File: src/rtl/register_file_mp.sv
// Multi-read-port register file with registered reads, optional hardwired x0 and a sweep-clear engine.
// Define RF_BYPASS_EN to forward same-cycle write data to reads of the same index.
module register_file_mp #(
  parameter  int XLEN     = 32,
  parameter  int DEPTH    = 32,
  parameter  int NRD      = 2,
  parameter  int ZERO_REG = 1,
  localparam int IDXW     = $clog2(DEPTH)
) (
  input  logic                 clk,
  input  logic                 reset_n,
  input  logic                 clear,
  output logic                 ready,
  input  logic                 wr_en,
  input  logic [IDXW-1:0]      wr_index,
  input  logic [XLEN-1:0]      wr_data,
  input  logic [NRD-1:0]       rd_en,
  input  logic [NRD*IDXW-1:0]  rd_index,
  output logic [NRD*XLEN-1:0]  rd_data,
  output logic [NRD-1:0]       rd_valid
);

  typedef enum logic {INIT, RUN} state_t;

  localparam logic [IDXW-1:0] LAST_IDX = IDXW'(DEPTH - 1);
  localparam logic [IDXW:0]   DEPTH_W  = (IDXW + 1)'(DEPTH);

  state_t          state, next_state;
  logic [IDXW-1:0] cnt, next_cnt;
  logic [XLEN-1:0] mem [DEPTH];
  logic [XLEN-1:0] rd_val [NRD];
  logic            wr_fire;

  function automatic logic idx_ok(input logic [IDXW-1:0] idx);
    return ({1'b0, idx} < DEPTH_W);
  endfunction

  function automatic logic idx_zero(input logic [IDXW-1:0] idx);
    return (ZERO_REG != 0) && (idx == '0);
  endfunction

  // NOTE: state registers use non-blocking assignments so every flop samples pre-edge values.
  always_ff @(posedge clk) begin
    if (!reset_n) begin
      state <= INIT;
      cnt   <= '0;
    end else begin
      state <= next_state;
      cnt   <= next_cnt;
    end
  end

  // NOTE: defaults first in every always_comb so no path leaves a variable unassigned (no latches).
  always_comb begin
    next_state = state;
    next_cnt   = cnt;
    case (state)
      INIT: begin
        next_cnt = cnt + 1'b1;
        if (cnt == LAST_IDX) begin
          next_state = RUN;
          next_cnt   = '0;
        end
      end
      RUN: begin
        if (clear) begin
          next_state = INIT;
          next_cnt   = '0;
        end
      end
      default: begin
        next_state = INIT;
        next_cnt   = '0;
      end
    endcase
  end

  assign ready   = (state == RUN);
  // A clear in the same cycle wins over the write.
  assign wr_fire = ready && wr_en && !clear && idx_ok(wr_index) && !idx_zero(wr_index);

  // NOTE: the array has no reset term; the INIT sweep zeroes it one entry per cycle instead.
  always_ff @(posedge clk) begin
    if (reset_n) begin
      if (state == INIT) begin
        mem[cnt] <= '0;
      end else if (wr_fire) begin
        mem[wr_index] <= wr_data;
      end
    end
  end

  always_comb begin
    logic [IDXW-1:0] idx;
    idx = '0;
    for (int i = 0; i < NRD; i++) begin
      idx       = rd_index[i*IDXW +: IDXW];
      rd_val[i] = '0;
      if (idx_ok(idx) && !idx_zero(idx)) begin
        rd_val[i] = mem[idx];
      end
`ifdef RF_BYPASS_EN
      if (wr_fire && (wr_index == idx)) begin
        rd_val[i] = wr_data;
      end
`endif
    end
  end

  // Reads are ignored while the sweep runs; data holds, valid drops.
  always_ff @(posedge clk) begin
    if (!reset_n) begin
      rd_data  <= '0;
      rd_valid <= '0;
    end else if (ready) begin
      for (int i = 0; i < NRD; i++) begin
        rd_valid[i] <= rd_en[i];
        if (rd_en[i]) begin
          rd_data[i*XLEN +: XLEN] <= rd_val[i];
        end
      end
    end else begin
      rd_valid <= '0;
    end
  end

endmodule
File: config.mk
export PLATFORM = sky130hd
export DESIGN_NAME = register_file_mp
export DESIGN_NICKNAME = d
export VERILOG_FILES = /design/src/rtl/register_file_mp.sv
export SDC_FILE = /design/constraint.sdc
export NUM_CORES = 1
export LEC_CHECK = 0
export CAP_MARGIN = 0
export CORE_UTILIZATION = 50
export CTS_BUF_LIST = sky130_fd_sc_hd__clkbuf_8
export DETAILED_ROUTE_END_ITERATION = 16
export PLACE_DENSITY = 0.67
export SETUP_SLACK_MARGIN = 0.05
export SLEW_MARGIN = 20
export SYNTH_ARGS = -nofsm -noshare
export SYNTH_HDL_FRONTEND = slang
export SYNTH_SLANG_ARGS = --single-unit
export TNS_END_PERCENT = 100
File: constraint.sdc
create_clock -name clk -period 4.9 [get_ports clk]
set_input_delay 0.735 -clock clk [delete_from_list [all_inputs] [get_ports clk]]
set_output_delay 0.735 -clock clk [all_outputs]
set_load 0.01 [all_outputs]
After elaboration in Yosys (flattened, before gate mapping)
Memory sizes are Yosys's and may differ from the RTL's.
Index checks and enable logic that the tools add are counted.
Operators by class
  add/subtract/negate cells: 1
  eq/ne operators: 2
  mux-type cells: 18
  bitwise logic cells: 1
  reductions and logical operators: 12
Operators with widths (number)
  32-bit 2-to-1 mux: 3
  32-bit OR reduction: 1
  5-bit logical NOT: 3
  5-bit 2-to-1 mux: 3
  1-bit 2-to-1 mux: 10
  5-bit one-hot mux with 2 select lines: 1
  2-bit AND reduction: 3
  5-bit by 1-bit adder with 5-bit output (second input constant): 1
  5-bit equality test (second input constant): 1
  1-bit logical AND: 3
  1-bit logical NOT: 2
  2-bit inequality test (second input constant): 1
  1-bit one-hot mux with 2 select lines: 1
  1-bit inverter: 1
Word-level totals
  register bits after elaboration: 72
  bits in writable memories: 1024
  memories: 1
Memory list
  mem: depth 32, bits a word 32, rd ports 2, clocked after Yosys merged registers in 0, wr ports 1, line 30  | logic [XLEN-1:0] mem [DEPTH];

Depth between registers and ports, before layout
Gate-level depths: netlist of the first run.
  word-level depth: 9
  mapped depth: 9

Least setup slack after synthesis of the first run
Ideal clock, no wire load.
  path type: input -> register
  from: input wr_index[4]
  to: memory mem[28][0] (enable)
  library setup time: 421 ps
  arrival: 3077 ps
  path slack: 1402 ps
  stages: 5
  path through: nor3_1 a21oi_1 nor2b_1 a32oi_1 nor2_1
Between the ends
  longest elaborated chain between the ends: 9
Ends and longest elaborated chain
  start: declaration: line 15  | input logic [IDXW-1:0] wr_index,
  5-bit logical NOT: line 39  | return (ZERO_REG != 0) && (idx == '0);
  1-bit logical NOT: line 80  | assign wr_fire = ready && wr_en && !clear && idx_ok(wr_index) && !idx_zero(wr_index);
  1-bit logical AND: line 80
  1-bit 2-to-1 mux: line 87  | end else if (wr_fire) begin
  1-bit 2-to-1 mux: line 85  | if (state == INIT) begin
  1-bit 2-to-1 mux: line 84  | if (reset_n) begin
  1-bit 2-to-1 mux (implied by the code): line 88  | mem[wr_index] <= wr_data;
  32-bit OR reduction (no line)
  5-bit 2-to-1 mux (no line) / 1-bit 2-to-1 mux (equally long branches)
  end: declaration: line 30
Parallel ways exist; a longest one is shown, timed or not.

Final worst setup path of the first run
  from: register state (netlist: ready)
  to: memory mem[1][10] (enable)
Between the ends
  longest elaborated chain between the ends: 9
Ends and longest elaborated chain
  start: declaration: line 28  | state_t state, next_state;
  start signal: assignment: line 48  | state <= next_state;
  1-bit logical AND (3 in a row): line 80
  1-bit 2-to-1 mux: line 87
  1-bit 2-to-1 mux: line 85
  1-bit 2-to-1 mux: line 84
  1-bit 2-to-1 mux (implied by the code): line 88
  32-bit OR reduction (no line)
  5-bit 2-to-1 mux (no line) / 1-bit 2-to-1 mux (equally long branches)
Parallel ways exist; a longest one is shown, timed or not.

==> results of run 1 <==
==> metrics by stage <==
step            util  instance area, um^2  total power [mW]  setup WS [ps]
6_report       0.573                56500              18.8           1370
5_1_grt        0.573                56500              19.3           1260
4_1_cts        0.573                56500              18.9           1480
3_5_place_dp   0.538                53000              11.3            740
3_3_place_gp   0.538                53000              11.3            899
2_1_floorplan      -                49800              11.0           1400
==> report_power, final <==
part | internal [mW] | total [mW] | switching, mW
registers | 10.1 | 10.2 | 0.0258
clock network | 3.96 | 7.64 | 3.68
logic | 0.389 | 0.977 | 0.588
total | 14.5 | 18.8 | 4.30
==> flip-flops by register name, indices dropped and copies added (netlist names) <==
register / count
mem: 1024
rd_data: 64
cnt: 5
rd_valid: 2
ready: 1
==> cell type report <==
cell class                 count  area [um^2]  share of cell area
inverter                      41          154             0.00272
multi-input combinational   1229        16700               0.296
clock inverter               132          722              0.0128
antenna                        2         5.00           0.0000886
timing repair buffer         237         2350              0.0415
clock buffer                 199         2740              0.0485
tap                         1287         1610              0.0285
sequential                  1096        32200               0.570
==> kinds of logic (layout without fill, tap and decap cells) <==
kind of cell	count (synthesis)	count (layout)
buffers and inverters	246	609
AOI/OAI and AO/OA	364	364
muxes	693	693
adders and majority gates	2	2
DFF	1096	1096
and+or+nand+nor	170	170
other	0	2
==> placed cells by master (no fill, tap or decap), types with 5 or more instances in the layout <==
cell type,n
edfxtp_1,1024
a21oi_1,33
and2_2,7
buf_4,98
a2111oi_1,10
clkinv_1,59
clkbuf_8,199
nor2_1,10
clkinv_2,14
a31oi_1,6
o21ai_1,32
clkinvlp_4,5
a22o_1,43
dfxtp_1,72
a2111oi_0,25
mux2i_1,173
buf_12,21
a211oi_1,39
and3_1,5
nor2_4,33
mux4_2,460
nor2b_1,24
mux2_2,60
o22ai_1,97
nand2_1,37
o31ai_1,31
inv_1,79
and2_1,30
nor4_1,5
clkdlybuf4s50_1,110
a2111oi_2,27
==> worst min path at each step <==
stage | startpoint | to | slack, ps | cells after the start
floorplan | rd_data[0]$_SDFFE_PN0P_ | rd_data[0]$_SDFFE_PN0P_ | 480 | 2
global placement | rd_data[25]$_SDFFE_PN0P_ | rd_data[25]$_SDFFE_PN0P_ | 450 | 2
detailed placement | rd_data[26]$_SDFFE_PN0P_ | rd_data[26]$_SDFFE_PN0P_ | 450 | 2
CTS | rd_data[26]$_SDFFE_PN0P_ | rd_data[26]$_SDFFE_PN0P_ | 470 | 2
global route | rd_data[25]$_SDFFE_PN0P_ | rd_data[25]$_SDFFE_PN0P_ | 490 | 2
finish | rd_data[8]$_SDFFE_PN0P_ | rd_data[8]$_SDFFE_PN0P_ | 460 | 2
==> worst max-delay path, cell delays in order (launching register included) <==
cell and delay, ps:
dfxtp_1 670, nand4b_1 470, a21oi_4 450, a21oi_1 330
nor2_4 870, buf_4 390
==> layer usage <==
layer  GRT usage  up-vias  part of all wire
li1            -    11500                 -
met1       0.408    15300              0.39
met2       0.463     1737              0.48
met3      0.0557      316             0.093
met4       0.113        0             0.036
met5           0        -                 0
==> flow_summary.json, run 1 <==
{
  "initial_core_util": 0.506,
  "syn_to_final_growth_pct": 13.4,
  "fin_nets": 2837,
  "ioPinCount": 120,
  "yosysTopAreaCell": "edfxtp_1",
  "synth_top_family_by_area": "multiplexers",
  "syn_area_per_cell_um2": 19.4,
  "grt_pass1_wl_um": 212000,
  "ant_nets": 0,
  "clkSlewWorstSetupHoldPaths_ps": 70,
  "synth_area_leaders": "edfxtp_1, mux4_2, mux2i_1",
  "synth_common_cells": "edfxtp_1, mux4_2, mux2i_1",
  "r2r-end": "mem[1][10]$_DFFE_PP_",
  "p_per_area_nw_per_um2": 332,
  "setup_tns_ps": 0,
  "fp.coreArea_um2": 98600,
  "clk_path_buf_depth": 3,
  "cts_tree": "done",
  "path_max_fanout": 21,
  "fin_cells": 4223,
  "drv_cap": 0,
  "dr.pass1.iters": 6,
  "tightest_slew_ps": 1200,
  "leakage_nw": 20.4,
  "cts-hold-fix-buffers": 0,
  "hold_slack_ps": 462,
  "max-vdd-ir-drop_mv": 0.298,
  "crit_start": "ready$_SDFF_PN0_",
  "synth_top_area_frac": 0.617,
  "ys_seq_elements": 1096,
  "cts_buffers": 177,
  "synth_flop_cell": "edfxtp_1",
  "maxSlewViolCount": 0,
  "hpwl_um": 87000,
  "fin_crit_sh": 0.721,
  "rows": 115,
  "cts_sinks": 1096,
  "seq_area_frac_synth": 0.646,
  "fmax_ghz": 0.283,
  "worst_hold_path_type": "reg2reg",
  "grt_overflow": 0,
  "cp-end-kind": "flop",
  "yosys.area_share.xor_xnor": 0,
  "status": "finished, final reports clean",
  "cts_setup_buffers": 0,
  "grt_pass1_vias": 29600,
  "path_class": "reg2reg",
  "die_x_um": 318,
  "r2r_start": "ready$_SDFF_PN0_",
  "synth_compound_gate_area_share": 0.0551,
  "drt_iter0_markers": 3648,
  "synth_edf_count": 1024,
  "ctsResizeCount": 0,
  "synthMuxAreaShare": 0.256,
  "synthCells": 2571,
  "dieArea_um2": 101000,
  "nFillCells": 7223,
  "worst_r2r_path_depth": 5,
  "synthSimpleGateAreaFrac": 0.0174,
  "yosysWarnings": 0,
  "routedWlPerCell_um": 34.6,
  "layout-drive-gt1-share": 0.328,
  "ys_types": 48,
  "synthAdderAreaFrac": 0.000502,
  "synth_area_um2": 49800,
  "vias": 28900,
  "rsz0062_at_grt": "false",
  "worstPathRequired_ps": 5430,
  "antenna_found_initial": 2,
  "arrival_ps": 4060,
  "worst_slew_margin_rel": 0.197,
  "fin_skew_ps": 41.3,
  "dp.cells": 3890,
  "grt_max_degree": 92,
  "ctsHtreeMaxLevel": 4,
  "drc": 0,
  "wirelength_um": 146000,
  "min_period_ps": 3530,
  "synth.most_common_cell": "edfxtp_1",
  "grt_usage": 0.293,
  "io_buffers": 119,
  "clk_latency_ps": 860,
  "viasPerCell": 6.85,
  "die_h_um": 318,
  "cp-start-kind": "flop",
  "async_reset_ff_frac": 0,
  "place.gp.congestion": 0.882,
  "setup_viol": 0,
  "cts-root-buf": "clkbuf_8",
  "rrSetupSlack_ps": 1370,
  "crit_end": "mem[1][10]$_DFFE_PP_",
  "synth.net_count": 2626,
  "timing.final.hold_violations": 0
}
No activity file was read; power rests on OpenSTA's default activity.
==> run 2, diff against run 1 <==
==> constraint.sdc (replaced) <==
create_clock -name clk -period 3.4 [get_ports clk]
set_input_delay 0.51 -clock clk [delete_from_list [all_inputs] [get_ports clk]]
set_output_delay 0.51 -clock clk [all_outputs]
set_load 0.01 [all_outputs]
==> run 2 against run 1 <==
Against the previous run:
- global-route usage up 1.2 points
- clock power up 43%
- fmax up 25%
- clock skew down 9.6 ps
- cell count up 2.0%
- final area up 1.9%
- highest routed layer is now met5
- setup slack worse by 780 ps
- sequential power up 43%
- register-to-register slack worse by 780 ps
- sequential share of layout area down 1.1 points
- core utilization up 1.1 points
==> flow_summary.json, run 2 (same netlist as run 1, synthesis figures left out) <==
{
  "initial_core_util": 0.506,
  "cp_cell_sequence": "nand4b_1, nor4b_1, a31oi_1, buf_4, nor2_4, buf_4",
  "grt_pass1_vias": 30600,
  "cts_sinks": 1096,
  "path_class": "reg2reg",
  "clk_latency_ps": 850,
  "grt_usage": 0.305,
  "tightest_slew_ps": 1050,
  "crit_buf_inv": 2,
  "cp_top_family": "simple AND/OR/NAND/NOR gates",
  "regMostFlops": "mem",
  "max-vdd-ir-drop_mv": 0.380,
  "fp.coreArea_um2": 98600,
  "die_x_um": 318,
  "timing.final.hold_violations": 0,
  "wirelength_um": 152000,
  "maxSlewViolCount": 0,
  "ctsHtreeMaxLevel": 4,
  "rows": 115,
  "drc": 0,
  "fin_crit_sh": 0.829,
  "largest_reg_flops": 1024,
  "ctsResizeCount": 0,
  "largestRegisters": "mem x1024, rd_data x64, cnt x5",
  "syn_to_final_growth_pct": 15.6,
  "drv_cap": 0,
  "p_per_area_nw_per_um2": 469,
  "cts_tree": "done",
  "cp-end-kind": "flop",
  "io_buffers": 119,
  "cts_buffers": 175,
  "worst_hold_path_type": "in2reg",
  "clkSlewWorstSetupHoldPaths_ps": 60,
  "dr.pass1.iters": 5,
  "path_max_fanout": 21,
  "setup_slack_ps": 583,
  "fmax_ghz": 0.355,
  "rsz0062_at_grt": "false",
  "final_cell_mix": "edfxtp_1, mux4_2, clkbuf_8, mux2i_1, buf_4",
  "preCtsSetupSlack_ps": 9.30,
  "antenna_found_initial": 7,
  "clk_path_buf_depth": 3,
  "worst_slew_margin_rel": 0.299,
  "vias": 29400,
  "setup_tns_ps": 0,
  "max_stage_delay_ps": 560,
  "min_period_ps": 2820,
  "dieArea_um2": 101000,
  "ant_nets": 0,
  "arrival_ps": 3280,
  "cts_setup_buffers": 0,
  "grt_overflow": 0,
  "grt_max_degree": 67,
  "die_h_um": 318,
  "cts-hold-fix-buffers": 0,
  "fin_nets": 2923,
  "routedWlPerCell_um": 35.4,
  "fin_skew_ps": 31.6,
  "slowest_stage": "nor4b_1",
  "place.gp.congestion": 0.895,
  "grt_pass1_wl_um": 218000,
  "drt_iter0_markers": 3931,
  "cpMostUsedCell": "buf_4",
  "layout-drive-gt1-share": 0.347,
  "viasPerCell": 6.82,
  "leakage_nw": 20.9,
  "ioPinCount": 120,
  "setup_viol": 0,
  "worstPathRequired_ps": 3860,
  "cts-root-buf": "clkbuf_8",
  "status": "finished, final reports clean",
  "final_common_cell": "edfxtp_1",
  "cp-start-kind": "flop",
  "hpwl_um": 95500
}
==> run 2: cell types whose count changed in the layout (fill, tap and decap cells not counted), sizes merged <==
cell	before	now
clkinv	77	106
clkinvlp	5	8
inv	87	60
buf	127	215
bufinv	4	6
clkbuf	199	186
diode	2	3
==> run 2: stage by stage <==
step                 util  std cells  power (mW)  hold slack, ps  instance area [um^2]
finish              0.585       4306        27.0             229                 57600
global placement    0.550       3978        16.4             446                 54200
CTS                 0.584       4303        27.1             153                 57600
floorplan               -       2571        15.8             483                 49800
global route        0.584       4305        27.8             197                 57600
detailed placement  0.550       3978        16.4             445                 54200
==> run 2: worst paths after layout <==
| path | start | end | slack [ps] | depth (start not counted) |
|---|---|---|---|---|
| setup / recovery | ready$_SDFF_PN0_ | mem[9][2]$_DFFE_PP_ | 580 | 6 |
| setup reg to reg | ready$_SDFF_PN0_ | mem[9][2]$_DFFE_PP_ | 580 | 6 |
| hold / removal | rd_index[3] | rd_data[31]$_SDFFE_PN0P_ | 230 | 3 |
| hold reg to reg | rd_data[22]$_SDFFE_PN0P_ | rd_data[22]$_SDFFE_PN0P_ | 460 | 2 |
==> run 2: metal layers <==
layer | GRT usage | vias up | part of all wire
met2 | 0.492 | 1814 | 0.49
met1 | 0.407 | 15500 | 0.37
met5 | 0 | - | 0.00026
li1 | - | 11700 | -
met4 | 0.131 | 4 | 0.043
met3 | 0.0611 | 369 | 0.097
==> run 2: area by class of cell <==
cell class                 count  area (um^2)
clock buffer                 186         2560
clock inverter               139          800
multi-input combinational   1229        16700
sequential                  1096        32200
inverter                      41          154
fill                        7091        41000
tap                         1287         1610
antenna                        3         7.51
timing repair buffer         325         3540
==> run 2: power by group <==
group          switching (mW)  total (mW)  internal [mW]
Sequential             0.0394        14.6           14.6
Combinational           0.896        1.52          0.623
Clock                    5.30        10.9           5.55
==> run 2: worst register-to-register path, cell delays in order, from the launching register on <==
cell	delay, ps
dfxtp_1	510
nand4b_1	380
nor4b_1	560
a31oi_1	200
buf_4	230
nor2_4	90
buf_4	450
